**src/rtl/alu_muldiv_ctrl_if.sv**
```systemverilog
// rtl/alu_muldiv_ctrl_if.sv - EX-stage decode and mul/div bus between pipeline and alu_muldiv_ctrl
interface alu_muldiv_ctrl_if #(
    parameter int WIDTH = 32
);
    logic [1:0]       ALUOp;
    logic [5:0]       funct;
    logic             op_valid;
    logic [WIDTH-1:0] src_a;
    logic [WIDTH-1:0] src_b;
    logic [3:0]       ALUCtrl;
    logic             hilo_sel;
    logic [WIDTH-1:0] hilo_rdata;
    logic             stall;
    logic             busy;
    logic [WIDTH-1:0] hi;
    logic [WIDTH-1:0] lo;

    modport master (
        output ALUOp, funct, op_valid, src_a, src_b,
        input  ALUCtrl, hilo_sel, hilo_rdata, stall, busy, hi, lo
    );

    modport slave (
        input  ALUOp, funct, op_valid, src_a, src_b,
        output ALUCtrl, hilo_sel, hilo_rdata, stall, busy, hi, lo
    );
endinterface

```
**src/rtl/alu_muldiv_ctrl.sv**
```systemverilog
// rtl/alu_muldiv_ctrl.sv - ALU control decoder with iterative multiply/divide and HI/LO registers
module alu_muldiv_ctrl #(
    parameter int WIDTH = 32,
    parameter int CNT_W = 6
) (
    input  logic              clk,
    input  logic              rst,
    alu_muldiv_ctrl_if.slave  bus
);
    localparam logic [5:0] F_MFHI = 6'b010000;
    localparam logic [5:0] F_MTHI = 6'b010001;
    localparam logic [5:0] F_MFLO = 6'b010010;
    localparam logic [5:0] F_MTLO = 6'b010011;

    typedef enum logic [1:0] {IDLE, RUN, FIX} state_t;

    state_t           state_q, state_d;
    logic [CNT_W-1:0] cnt_q, cnt_d;
    logic [WIDTH-1:0] hi_q, hi_d, lo_q, lo_d;
    logic [WIDTH-1:0] opnd_q, opnd_d, rem_q, rem_d, quo_q, quo_d;
    logic [WIDTH-1:0] a_raw_q, a_raw_d, b_raw_q, b_raw_d;
    logic [5:0]       funct_q, funct_d;
    logic             is_div_q, is_div_d, neg_q, neg_d, rneg_q, rneg_d;
    logic             dz_q, dz_d, done_q, done_d;

    logic             is_r, is_md, is_mfhi, is_mflo, is_mthi, is_mtlo;
    logic             same_instr, start, sgn_op, sa, sb;
    logic [WIDTH-1:0] abs_a, abs_b, quo_fix, rem_fix;
    logic [WIDTH:0]   mul_sum, div_shift, div_trial;
    logic [2*WIDTH-1:0] prod, prod_fix;

    assign is_r    = (bus.ALUOp == 2'b10);
    assign is_md   = is_r && (bus.funct[5:2] == 4'b0110);
    assign is_mfhi = is_r && (bus.funct == F_MFHI);
    assign is_mflo = is_r && (bus.funct == F_MFLO);
    assign is_mthi = is_r && (bus.funct == F_MTHI);
    assign is_mtlo = is_r && (bus.funct == F_MTLO);

    // The done flag keeps a finished mul/div, still parked in EX, from starting again.
    assign same_instr = bus.op_valid && is_md && (bus.funct == funct_q)
                        && (bus.src_a == a_raw_q) && (bus.src_b == b_raw_q);
    assign start = !rst && bus.op_valid && is_md && (state_q == IDLE) && !(done_q && same_instr);

    assign sgn_op = ~bus.funct[0];
    assign sa     = sgn_op & bus.src_a[WIDTH-1];
    assign sb     = sgn_op & bus.src_b[WIDTH-1];
    assign abs_a  = sa ? -bus.src_a : bus.src_a;
    assign abs_b  = sb ? -bus.src_b : bus.src_b;

    assign mul_sum   = {1'b0, rem_q} + (quo_q[0] ? {1'b0, opnd_q} : '0);
    assign div_shift = {rem_q, quo_q[WIDTH-1]};
    assign div_trial = div_shift - {1'b0, opnd_q};

    assign prod     = {rem_q, quo_q};
    assign prod_fix = neg_q ? -prod : prod;
    assign quo_fix  = neg_q ? -quo_q : quo_q;
    assign rem_fix  = rneg_q ? -rem_q : rem_q;

    always_comb begin
        bus.ALUCtrl = 4'b1111;
        case (bus.ALUOp)
            2'b00: bus.ALUCtrl = 4'b0010;
            2'b01: bus.ALUCtrl = 4'b0110;
            2'b11: bus.ALUCtrl = 4'b0000;
            default: begin
                case (bus.funct)
                    6'b100000: bus.ALUCtrl = 4'b0010;
                    6'b100010: bus.ALUCtrl = 4'b0110;
                    6'b100100: bus.ALUCtrl = 4'b0000;
                    6'b100101: bus.ALUCtrl = 4'b0001;
                    6'b101010: bus.ALUCtrl = 4'b0111;
                    6'b100110: bus.ALUCtrl = 4'b0011;
                    6'b100111: bus.ALUCtrl = 4'b1100;
                    6'b101011: bus.ALUCtrl = 4'b1000;
                    6'b000000: bus.ALUCtrl = 4'b1001;
                    6'b000010: bus.ALUCtrl = 4'b1010;
                    6'b000011: bus.ALUCtrl = 4'b1011;
                    default:   bus.ALUCtrl = 4'b1111;
                endcase
            end
        endcase
    end

    always_comb begin
        state_d  = state_q;
        cnt_d    = cnt_q;
        hi_d     = hi_q;
        lo_d     = lo_q;
        opnd_d   = opnd_q;
        rem_d    = rem_q;
        quo_d    = quo_q;
        a_raw_d  = a_raw_q;
        b_raw_d  = b_raw_q;
        funct_d  = funct_q;
        is_div_d = is_div_q;
        neg_d    = neg_q;
        rneg_d   = rneg_q;
        dz_d     = dz_q;
        done_d   = done_q && same_instr;
        case (state_q)
            IDLE: begin
                if (start) begin
                    state_d  = RUN;
                    cnt_d    = CNT_W'(WIDTH);
                    is_div_d = bus.funct[1];
                    neg_d    = sa ^ sb;
                    rneg_d   = sa;
                    dz_d     = (bus.src_b == '0);
                    opnd_d   = bus.funct[1] ? abs_b : abs_a;
                    quo_d    = bus.funct[1] ? abs_a : abs_b;
                    rem_d    = '0;
                    a_raw_d  = bus.src_a;
                    b_raw_d  = bus.src_b;
                    funct_d  = bus.funct;
                end else if (bus.op_valid && is_mthi) begin
                    hi_d = bus.src_a;
                end else if (bus.op_valid && is_mtlo) begin
                    lo_d = bus.src_a;
                end
            end
            RUN: begin
                if (is_div_q) begin
                    // Restoring step: keep the trial difference only when it did not borrow.
                    if (!div_trial[WIDTH]) begin
                        rem_d = div_trial[WIDTH-1:0];
                        quo_d = {quo_q[WIDTH-2:0], 1'b1};
                    end else begin
                        rem_d = div_shift[WIDTH-1:0];
                        quo_d = {quo_q[WIDTH-2:0], 1'b0};
                    end
                end else begin
                    rem_d = mul_sum[WIDTH:1];
                    quo_d = {mul_sum[0], quo_q[WIDTH-1:1]};
                end
                cnt_d = cnt_q - 1'b1;
                if (cnt_q == CNT_W'(1)) state_d = FIX;
            end
            FIX: begin
                if (is_div_q && dz_q) begin
                    hi_d = a_raw_q;
                    lo_d = '1;
                end else if (is_div_q) begin
                    hi_d = rem_fix;
                    lo_d = quo_fix;
                end else begin
                    hi_d = prod_fix[2*WIDTH-1:WIDTH];
                    lo_d = prod_fix[WIDTH-1:0];
                end
                done_d  = 1'b1;
                state_d = IDLE;
            end
            default: state_d = IDLE;
        endcase
    end

    always_ff @(posedge clk) begin
        if (rst) begin
            state_q <= IDLE;    cnt_q    <= '0;
            hi_q    <= '0;      lo_q     <= '0;
            opnd_q  <= '0;      rem_q    <= '0;   quo_q  <= '0;
            a_raw_q <= '0;      b_raw_q  <= '0;   funct_q <= '0;
            is_div_q <= 1'b0;   neg_q    <= 1'b0; rneg_q <= 1'b0;
            dz_q    <= 1'b0;    done_q   <= 1'b0;
        end else begin
            state_q <= state_d; cnt_q    <= cnt_d;
            hi_q    <= hi_d;    lo_q     <= lo_d;
            opnd_q  <= opnd_d;  rem_q    <= rem_d;  quo_q  <= quo_d;
            a_raw_q <= a_raw_d; b_raw_q  <= b_raw_d; funct_q <= funct_d;
            is_div_q <= is_div_d; neg_q  <= neg_d;  rneg_q <= rneg_d;
            dz_q    <= dz_d;    done_q   <= done_d;
        end
    end

    assign bus.busy       = (state_q != IDLE);
    assign bus.stall      = start || (!rst && bus.busy && bus.op_valid
                            && (is_md || is_mfhi || is_mflo || is_mthi || is_mtlo));
    assign bus.hilo_sel   = bus.op_valid && (is_mfhi || is_mflo);
    assign bus.hilo_rdata = is_mfhi ? hi_q : (is_mflo ? lo_q : '0);
    assign bus.hi         = hi_q;
    assign bus.lo         = lo_q;
endmodule

```
**src/flat_wrapper.sv**
```systemverilog
// flat-port wrapper written by rule: the top's interface ports become plain ports
module alu_muldiv_ctrl_flat 
#(
    parameter int WIDTH = 32,
    parameter int CNT_W = 6
)
  (clk, rst, bus_ALUOp, bus_funct, bus_op_valid, bus_src_a, bus_src_b, bus_ALUCtrl, bus_hilo_sel, bus_hilo_rdata, bus_stall, bus_busy, bus_hi, bus_lo);
  alu_muldiv_ctrl_if #(.WIDTH(WIDTH)) bus_i ();
  input  logic clk;
  input  logic rst;
  input wire logic [$bits(bus_i.ALUOp)-1:0] bus_ALUOp;
  input wire logic [$bits(bus_i.funct)-1:0] bus_funct;
  input wire logic [$bits(bus_i.op_valid)-1:0] bus_op_valid;
  input wire logic [$bits(bus_i.src_a)-1:0] bus_src_a;
  input wire logic [$bits(bus_i.src_b)-1:0] bus_src_b;
  output wire logic [$bits(bus_i.ALUCtrl)-1:0] bus_ALUCtrl;
  output wire logic [$bits(bus_i.hilo_sel)-1:0] bus_hilo_sel;
  output wire logic [$bits(bus_i.hilo_rdata)-1:0] bus_hilo_rdata;
  output wire logic [$bits(bus_i.stall)-1:0] bus_stall;
  output wire logic [$bits(bus_i.busy)-1:0] bus_busy;
  output wire logic [$bits(bus_i.hi)-1:0] bus_hi;
  output wire logic [$bits(bus_i.lo)-1:0] bus_lo;
  assign bus_i.ALUOp = bus_ALUOp;
  assign bus_i.funct = bus_funct;
  assign bus_i.op_valid = bus_op_valid;
  assign bus_i.src_a = bus_src_a;
  assign bus_i.src_b = bus_src_b;
  assign bus_ALUCtrl = bus_i.ALUCtrl;
  assign bus_hilo_sel = bus_i.hilo_sel;
  assign bus_hilo_rdata = bus_i.hilo_rdata;
  assign bus_stall = bus_i.stall;
  assign bus_busy = bus_i.busy;
  assign bus_hi = bus_i.hi;
  assign bus_lo = bus_i.lo;
  alu_muldiv_ctrl #(.WIDTH(WIDTH), .CNT_W(CNT_W)) u_core (.clk(clk), .rst(rst), .bus(bus_i));
endmodule
```
**config.mk**
```make
export PLATFORM = sky130hd
export DESIGN_NAME = alu_muldiv_ctrl_flat
export DESIGN_NICKNAME = d
export VERILOG_FILES = /design/src/rtl/alu_muldiv_ctrl_if.sv /design/src/rtl/alu_muldiv_ctrl.sv /design/src/flat_wrapper.sv
export SDC_FILE = /design/constraint.sdc
export NUM_CORES = 1
export LEC_CHECK = 0
export BUFFER_PORTS_ARGS = -buffer_cell sky130_fd_sc_hd__buf_2
export CORE_UTILIZATION = 50
export DETAILED_ROUTE_END_ITERATION = 12
export PLACE_DENSITY = 0.72
export SYNTH_ARGS = -nofsm -noshare
export SYNTH_HDL_FRONTEND = slang
export SYNTH_SLANG_ARGS = --single-unit
export TNS_END_PERCENT = 50
```
**constraint.sdc**
```tcl
create_clock -name clk -period 6.08 [get_ports clk]
set_input_delay 0.608 -clock clk [delete_from_list [all_inputs] [get_ports clk]]
set_output_delay 0.608 -clock clk [all_outputs]
set_load 0.01 [all_outputs]
```
==> qor.csv, run 1 <==
metric,value,unit
cp-end-kind,primary output,
p_clk_share,47.5,%
grt_max_degree,156,
slowest_delay,1.01,ns
rsz0062_at_grt,false,
max_freq,0.2372,GHz
area_delta_synth_final,10.16,%
dr_total_vias,19733,
p_switching,1.059,mW
root_buffer,clkbuf_16,
dp_cells,3001,
power.share.combinational,11.0,%
p_seq_share,41.5,%
routed_via_density,6.463,
layout_common_cells,"318 x nand2_1, 272 x a21oi_1, 263 x nor2_1, 241 x dfxtp_1, 175 x buf_2",
start_util,50.67,%
crit_family,simple AND/OR/NAND/NOR gates,
synthArstFlopShare,0,%
fillers,3550,
setup_viol,0,
core,36520,µm²
criticalPathCategory,reg2out,
cts_htree_levels,1,
io_pins,178,
grt_pass1_vias,17826,
multiInputGateArea,12660,µm²
fin_util,55.82,%
worst-path-max-fanout,19,
hpwl,52.27,mm
grt_usage,36.06,%
io_buffer_count,177,
fin_nets,2711,
drv_cap,0,
globalplace.congestion,1.006,
startpoint_type,register,
path_cells,"nor2b_1, a2111oi_0, nand4_1, nor4_1, and3_1, or2_4, o21ai_0, buf_2",
finalCriticalPeriod,4.216,ns
drc_errors,0,
finalNonFillerCells,3053,
synth_nets,2688,
grt_antenna_before_repair,1,
powerDensity,188.6,nW/µm²
status,finished clean,
worst-slew-pin-transition,1.251,ns
fin_crit_sh,69.34,%
min_path_type,in2reg,
drtIter0Drc,2353,
yosysSeqAreaShare,26.18,%
fin_skew,0.02020,ns
clkLatencyLatePin,0.58,ns
final_common_cell,nand2_1,
grt_pass1_wl,106.3,mm
swShare,27.53,%
wl_per_cell,23.12,µm
die_h,194.4,µm
p_leak,8.007,nW
peakVddDrop,209.9,µV
cts_hold_buf,0,
clock_path_buffers,3,
relSlewSlack,16.58,%
synth_cells,2541,
p_int,2.787,mW
antennaDiodeCount,0,
synthesis.area,18510,µm²
ys_seq_elements,242,
wirelength,70.59,mm
drive_above_1_share,10.99,%
synth_warnings,0,
worst_ep_arrival_time,3.61,ns
clock-sinks,242,
slew_viol_final,0,
die_area,37790,µm²
numCtsBuffers,29,
dr.pass1.iters,6,
synth-edff-count,0,
postCtsSetupRepairBufs,0,
rows,70,
drtAntennaViolNets,0,
cts_tree,built,
synth_cell_type_count,77,
required,5.47,ns
seq_area,4848,µm²
synthFlopType,dfxtp_1,
worst_path_max_delay_cell,a2111oi_0,
worst-path-buf-inv,1,
finalHoldViolCount,0,
cts-resized-gates,0,
die_w,194.4,µm
setup_tns,0,ns
grt_overflow,0,
syn_avg_cell_area,7.284,µm²
clk_pin_slew,0.06,ns
## worst register-to-register path, delay by kind of cell, from the launching register on
family,cells,cell delay (ns)
AOI/OAI and AO/OA,9,2.36
adders and majority gates,1,0.39
buffers and inverters,1,0.79
DFF,1,0.38
and+or+nand+nor,1,0.12
## layout make-up
| type | count | share of cell area [%] |
|---|---|---|
| sequential | 242 | 23.78 |
| tap | 468 | 2.872 |
| clock buffer | 36 | 3.836 |
| inverter | 67 | 1.234 |
| clock inverter | 16 | 0.9267 |
| multi-input combinational | 2027 | 62.10 |
| timing repair buffer | 197 | 5.247 |
## kinds of logic (layout without fill, tap and decap cells)
family,after synthesis,in the layout,synth area share [%]
AO/OA/AOI/OAI,805,805,28.06
XOR/XNOR,229,229,10.84
adder cells (fa/ha/maj),72,72,4.949
buffers and inverters,272,316,5.679
flip-flops,242,242,26.18
multiplexers,56,56,3.062
AND/OR/NAND/NOR,865,865,21.24
## Yosys cell counts (27+ instances only)
cell type / number / share of area, %
nand2_1: 318 / 6.4
a21oi_1: 272 / 7.4
nor2_1: 263 / 5.3
dfxtp_1: 242 / 26
clkbuf_1: 179 / 3.6
o21ai_0: 140 / 3.8
xor2_1: 123 / 5.8
a211oi_1: 112 / 4.5
xnor2_1: 106 / 5.0
ha_1: 70 / 4.7
inv_1: 66 / 1.3
mux2i_1: 51 / 2.8
nor3_1: 51 / 1.4
nand2b_1: 44 / 1.5
a22o_1: 33 / 1.6
nor4_1: 28 / 0.95
nand3_1: 27 / 0.73
## per-stage QoR
stage	worst slack (ns)	power, mW	cell area (µm²)	hold WS [ns]
global route	1.600	3.933	20390	0.3369
detailed placement	1.713	2.032	19420	0.4443
global placement	1.830	2.031	19420	0.4424
finish	1.864	3.845	20390	0.3357
floorplan	2.413	1.881	18510	0.4319
CTS	1.959	3.831	20390	0.3237
## registers in the layout, summed over array words and instances, names as in the netlist
name,flops
u_core.bus.hi,32
u_core.b_raw_q,32
u_core.rneg_q,1
u_core.funct_q,6
u_core.cnt_q,6
u_core.a_raw_q,32
u_core.quo_q,32
u_core.done_q,1
u_core.neg_q,1
u_core.rem_q,32
u_core.dz_q,1
u_core.bus.lo,32
u_core.opnd_q,32
u_core.state_q,2
## power by group through the flow
stage	clock (mW)	sequential [mW]	combinational, mW
5_1_grt	1.90	1.60	0.441
6_report	1.83	1.60	0.422
4_1_cts	1.83	1.60	0.404
3_5_place_dp	0	1.63	0.402
2_1_floorplan	0	1.63	0.253
3_3_place_gp	0	1.63	0.400
## metal layers
layer / wire length [µm] / up-vias / share of wire (%) / track usage (%)
met5: 9 / - / 0.013 / 0
met4: 3889 / 2 / 5.5 / 18.31
met3: 7020 / 193 / 9.9 / 6.438
met2: 30660 / 1081 / 43 / 55.36
met1: 29010 / 9326 / 41 / 48.43
li1: - / 9131 / - / -
## worst paths after layout
path / start / to / slack (ns) / cells past startpoint
worst max-delay path: u_core.a_raw_q[19] / bus_stall / 1.86 / 8
worst min-delay path: bus_src_b[26] / u_core.b_raw_q[26] / 0.34 / 3
worst max register to register: u_core.quo_q[0] / u_core.rem_q[31] / 1.96 / 12
worst min register to register: u_core.opnd_q[24] / u_core.opnd_q[24] / 0.45 / 2
Note: power is estimated with default switching activity, not from simulation.
==> run 2: changes to the inputs <==
--- a/config.mk
+++ b/config.mk
@@ -5,10 +5,11 @@
 export SDC_FILE = /design/constraint.sdc
 export NUM_CORES = 1
 export LEC_CHECK = 0
+export ABC_AREA = 1
 export BUFFER_PORTS_ARGS = -buffer_cell sky130_fd_sc_hd__buf_2
 export CORE_UTILIZATION = 50
 export DETAILED_ROUTE_END_ITERATION = 12
-export PLACE_DENSITY = 0.72
+export PLACE_DENSITY = 0.71
 export SYNTH_ARGS = -nofsm -noshare
 export SYNTH_HDL_FRONTEND = slang
 export SYNTH_SLANG_ARGS = --single-unit
==> constraint.sdc (replaced) <==
create_clock -name clk -period 4.2 [get_ports clk]
set_input_delay 0.42 -clock clk [delete_from_list [all_inputs] [get_ports clk]]
set_output_delay 0.42 -clock clk [all_outputs]
set_load 0.01 [all_outputs]
==> run 2 against run 1 <==
- critical path depth increased by 9
- global-route usage grew 6.3 points
- first-iteration DRC count is 75% higher
==> qor.csv, run 2 <==
metric,value,unit,change
power.share.combinational,13.5,%,+2.5 points
synth_area_leaders,"dfxtp_1 21%, nand2_1 18%, nand3_1 9.3%, nor2_1 8.7%, inv_1 8.3%",,
grt_pass1_vias,25224,,+42%
criticalPathCategory,reg2reg,,
io_buffer_count,177,,unchanged
finalNonFillerCells,4816,,+58%
p_leak,12.27,nW,+53%
synth_cell_type_count,50,,-35%
synth_cells,4129,,+62%
synthArstFlopShare,0,%,unchanged
synth_compound_area_share,19.51,%,-8.5 points
r2r-end,u_core.rem_q[27],,
die_area,46520,µm²,+23%
grt_usage,42.36,%,+6.3 points
die_w,215.7,µm,+11%
dp_cells,4764,,+59%
setup_viol,0,,unchanged
clock_path_buffers,3,,unchanged
core,44610,µm²,+22%
p_int,4.050,mW,+45%
synth_top_family_by_area,simple AND/OR/NAND/NOR gates,,
p_switching,1.670,mW,+58%
cp-end-kind,register,,
yosysSeqAreaShare,21.22,%,-5.0 points
synth_nets,4276,,+59%
postCtsSetupRepairBufs,0,,unchanged
synth_warnings,0,,unchanged
cts_htree_levels,1,,unchanged
synth-edff-count,0,,unchanged
worst_ep_arrival_time,4.07,ns,+0.46 ns
drtIter0Drc,4122,,+75%
drtAntennaViolNets,0,,unchanged
routed_via_density,5.913,,-8.5%
swShare,29.20,%,+1.7 points
worst-slew-pin-transition,0.9922,ns,-0.2591 ns
max_freq,0.2808,GHz,
min_to,u_core.b_raw_q[3],,
fin_crit_sh,84.79,%,
required,4.71,ns,-0.76 ns
ys_seq_elements,242,,unchanged
peakVddDrop,286.8,µV,+37%
drv_cap,0,,unchanged
dr.pass1.iters,6,,unchanged
reg2reg_depth,17,,+5
syn_avg_cell_area,5.530,µm²,-24%
worst-path-max-fanout,34,,+15
start_util,51.19,%,+0.51 points
startpoint_type,register,,
min_path_type,in2reg,,
yosysTopAreaCellShare,21.22,%,-5.0 points
total_power,5.720,mW,+49%
die_h,215.7,µm,+11%
root_buffer,clkbuf_16,,
whs_path_depth,3,,unchanged
finalHoldViolCount,0,,unchanged
clk_pin_slew,0.07,ns,about the same
p_seq_share,40.4,%,-1.1 points
synthesis.area,22830,µm²,+23%
r2r-start,u_core.rem_q[0],,
multiInputGateArea,15250,µm²,+20%
grt_overflow,0,,unchanged
synth_most_common_cell,nand2_1,,
synthTopCellsByCount,"1,067 x nand2_1, 530 x nor2_1, 506 x inv_1",,
dr_total_vias,28475,,+44%
rows,77,,+10%
drc_errors,0,,unchanged
cts-resized-gates,0,,unchanged
fillers,4894,,+38%
grt_max_degree,93,,-40%
wl_per_cell,21.17,µm,-8.4%
grt_antenna_before_repair,1,,unchanged
r2r_setup_slack,0.64,ns,-1.32 ns
p_clk_share,46.1,%,-1.4 points
fin_skew,0.01363,ns,-0.006565 ns
wirelength,102.0,mm,+44%
io_pins,178,,unchanged
rsz0062_at_grt,false,,
final_common_cell,nand2_1,,
clock-sinks,242,,unchanged
grt_pass1_wl,151.8,mm,+43%
synthAdderAreaFrac,4.011,%,-0.94 points
seq_area,4846,µm²,about the same
cts_hold_buf,0,,unchanged
muxShareOfSynthArea,0,%,-3.1 points
hpwl,80.60,mm,+54%
cts_tree,built,,
globalplace.congestion,1.075,,+6.9%
synthFlopType,dfxtp_1,,
area_delta_synth_final,9.546,%,
clkLatencyLatePin,0.59,ns,about the same
relSlewSlack,33.45,%,+17 points
drive_above_1_share,7.507,%,-3.5 points
setup_tns,0,ns,unchanged
layout_common_cells,"1,067 x nand2_1, 526 x nor2_1, 503 x inv_1, 423 x nand3_1, 377 x a21oi_1",,
fin_nets,4350,,+60%
status,finished clean,,
numCtsBuffers,29,,unchanged
powerDensity,228.7,nW/µm²,+21%
synth_top_cell_by_area,dfxtp_1,,
slew_viol_final,0,,unchanged
yosys.area_share.simple,40.33,%,+19 points
hold_start,bus_src_b[3],,
finalCriticalPeriod,3.561,ns,
synth_xor_area_share,2.724,%,-8.1 points
-- run 2: cells by family after synthesis --
group | Yosys count
compound gates | 846
simple gates | 2196
buf+inv | 702
xor+xnor | 71
fa+ha+maj | 72
flops | 242
-- run 2: area by class of cell --
type / instances / area share [%]
Timing Repair Buffer: 225 / 5.033
Multi-Input combinational cell: 3185 / 60.96
Tap cell: 592 / 2.961
Inverter: 520 / 7.819
Clock buffer: 40 / 3.307
Sequential cell: 242 / 19.37
Clock inverter: 11 / 0.5403
Antenna cell: 1 / 0.01000
-- run 2: per-layer routing --
metal	wire length, µm	GRT usage, %
met5	0	0
met1	42410	59.22
met3	12650	8.513
met2	41010	61.44
met4	5892	20.90
-- run 2: how the worst max path moves through the flow --
stage / startpoint / endpoint / slack (ns)
6_report: u_core.rem_q[0] / u_core.rem_q[27] / 0.64
5_1_grt: u_core.rem_q[0] / u_core.rem_q[27] / 0.42
4_1_cts: u_core.rem_q[0] / u_core.rem_q[27] / 0.75
3_5_place_dp: u_core.rem_q[0] / u_core.rem_q[27] / 0.79
3_3_place_gp: u_core.rem_q[0] / u_core.rem_q[27] / 0.74
2_1_floorplan: u_core.quo_q[0] / u_core.rem_q[23] / 1.46
-- run 2: power groups by stage --
stage          clock, mW  sequential, mW  combinational, mW
2_1_floorplan          0            2.36              0.445
3_3_place_gp           0            2.36              0.739
3_5_place_dp           0            2.36              0.734
4_1_cts             2.63            2.31              0.738
5_1_grt             2.72            2.31              0.820
6_report            2.64            2.31              0.770
-- run 2: through the flow --
step                util (%)  hold slack (ns)  area, µm²  setup slack [ns]
global placement       53.91           0.4462      24050            0.7382
finish                 56.07           0.1332      25010            0.6387
detailed placement     53.91           0.4466      24050            0.7903
floorplan                  -           0.4331      22830             1.463
global route           56.07           0.1518      25010            0.4199
CTS                    56.07           0.1165      25010            0.7492
-- run 2: worst max-delay path, cell delays in order (launching register included) --
cell     delay [ns]
dfxtp_1        0.54
inv_1          0.25
fa_1           0.51
inv_1          0.13
nand2_1        0.06
nand2_1        0.10
nand3_1        0.07
nand2_1        0.12
nand2_1        0.06
nand2_1        0.16
nand2_1        0.12
nand2_1        0.10
nand2_1        0.08
nand2_2        0.54
nand3_1        0.29
nand3_1        0.17
nand2_1        0.06
a21oi_1        0.11
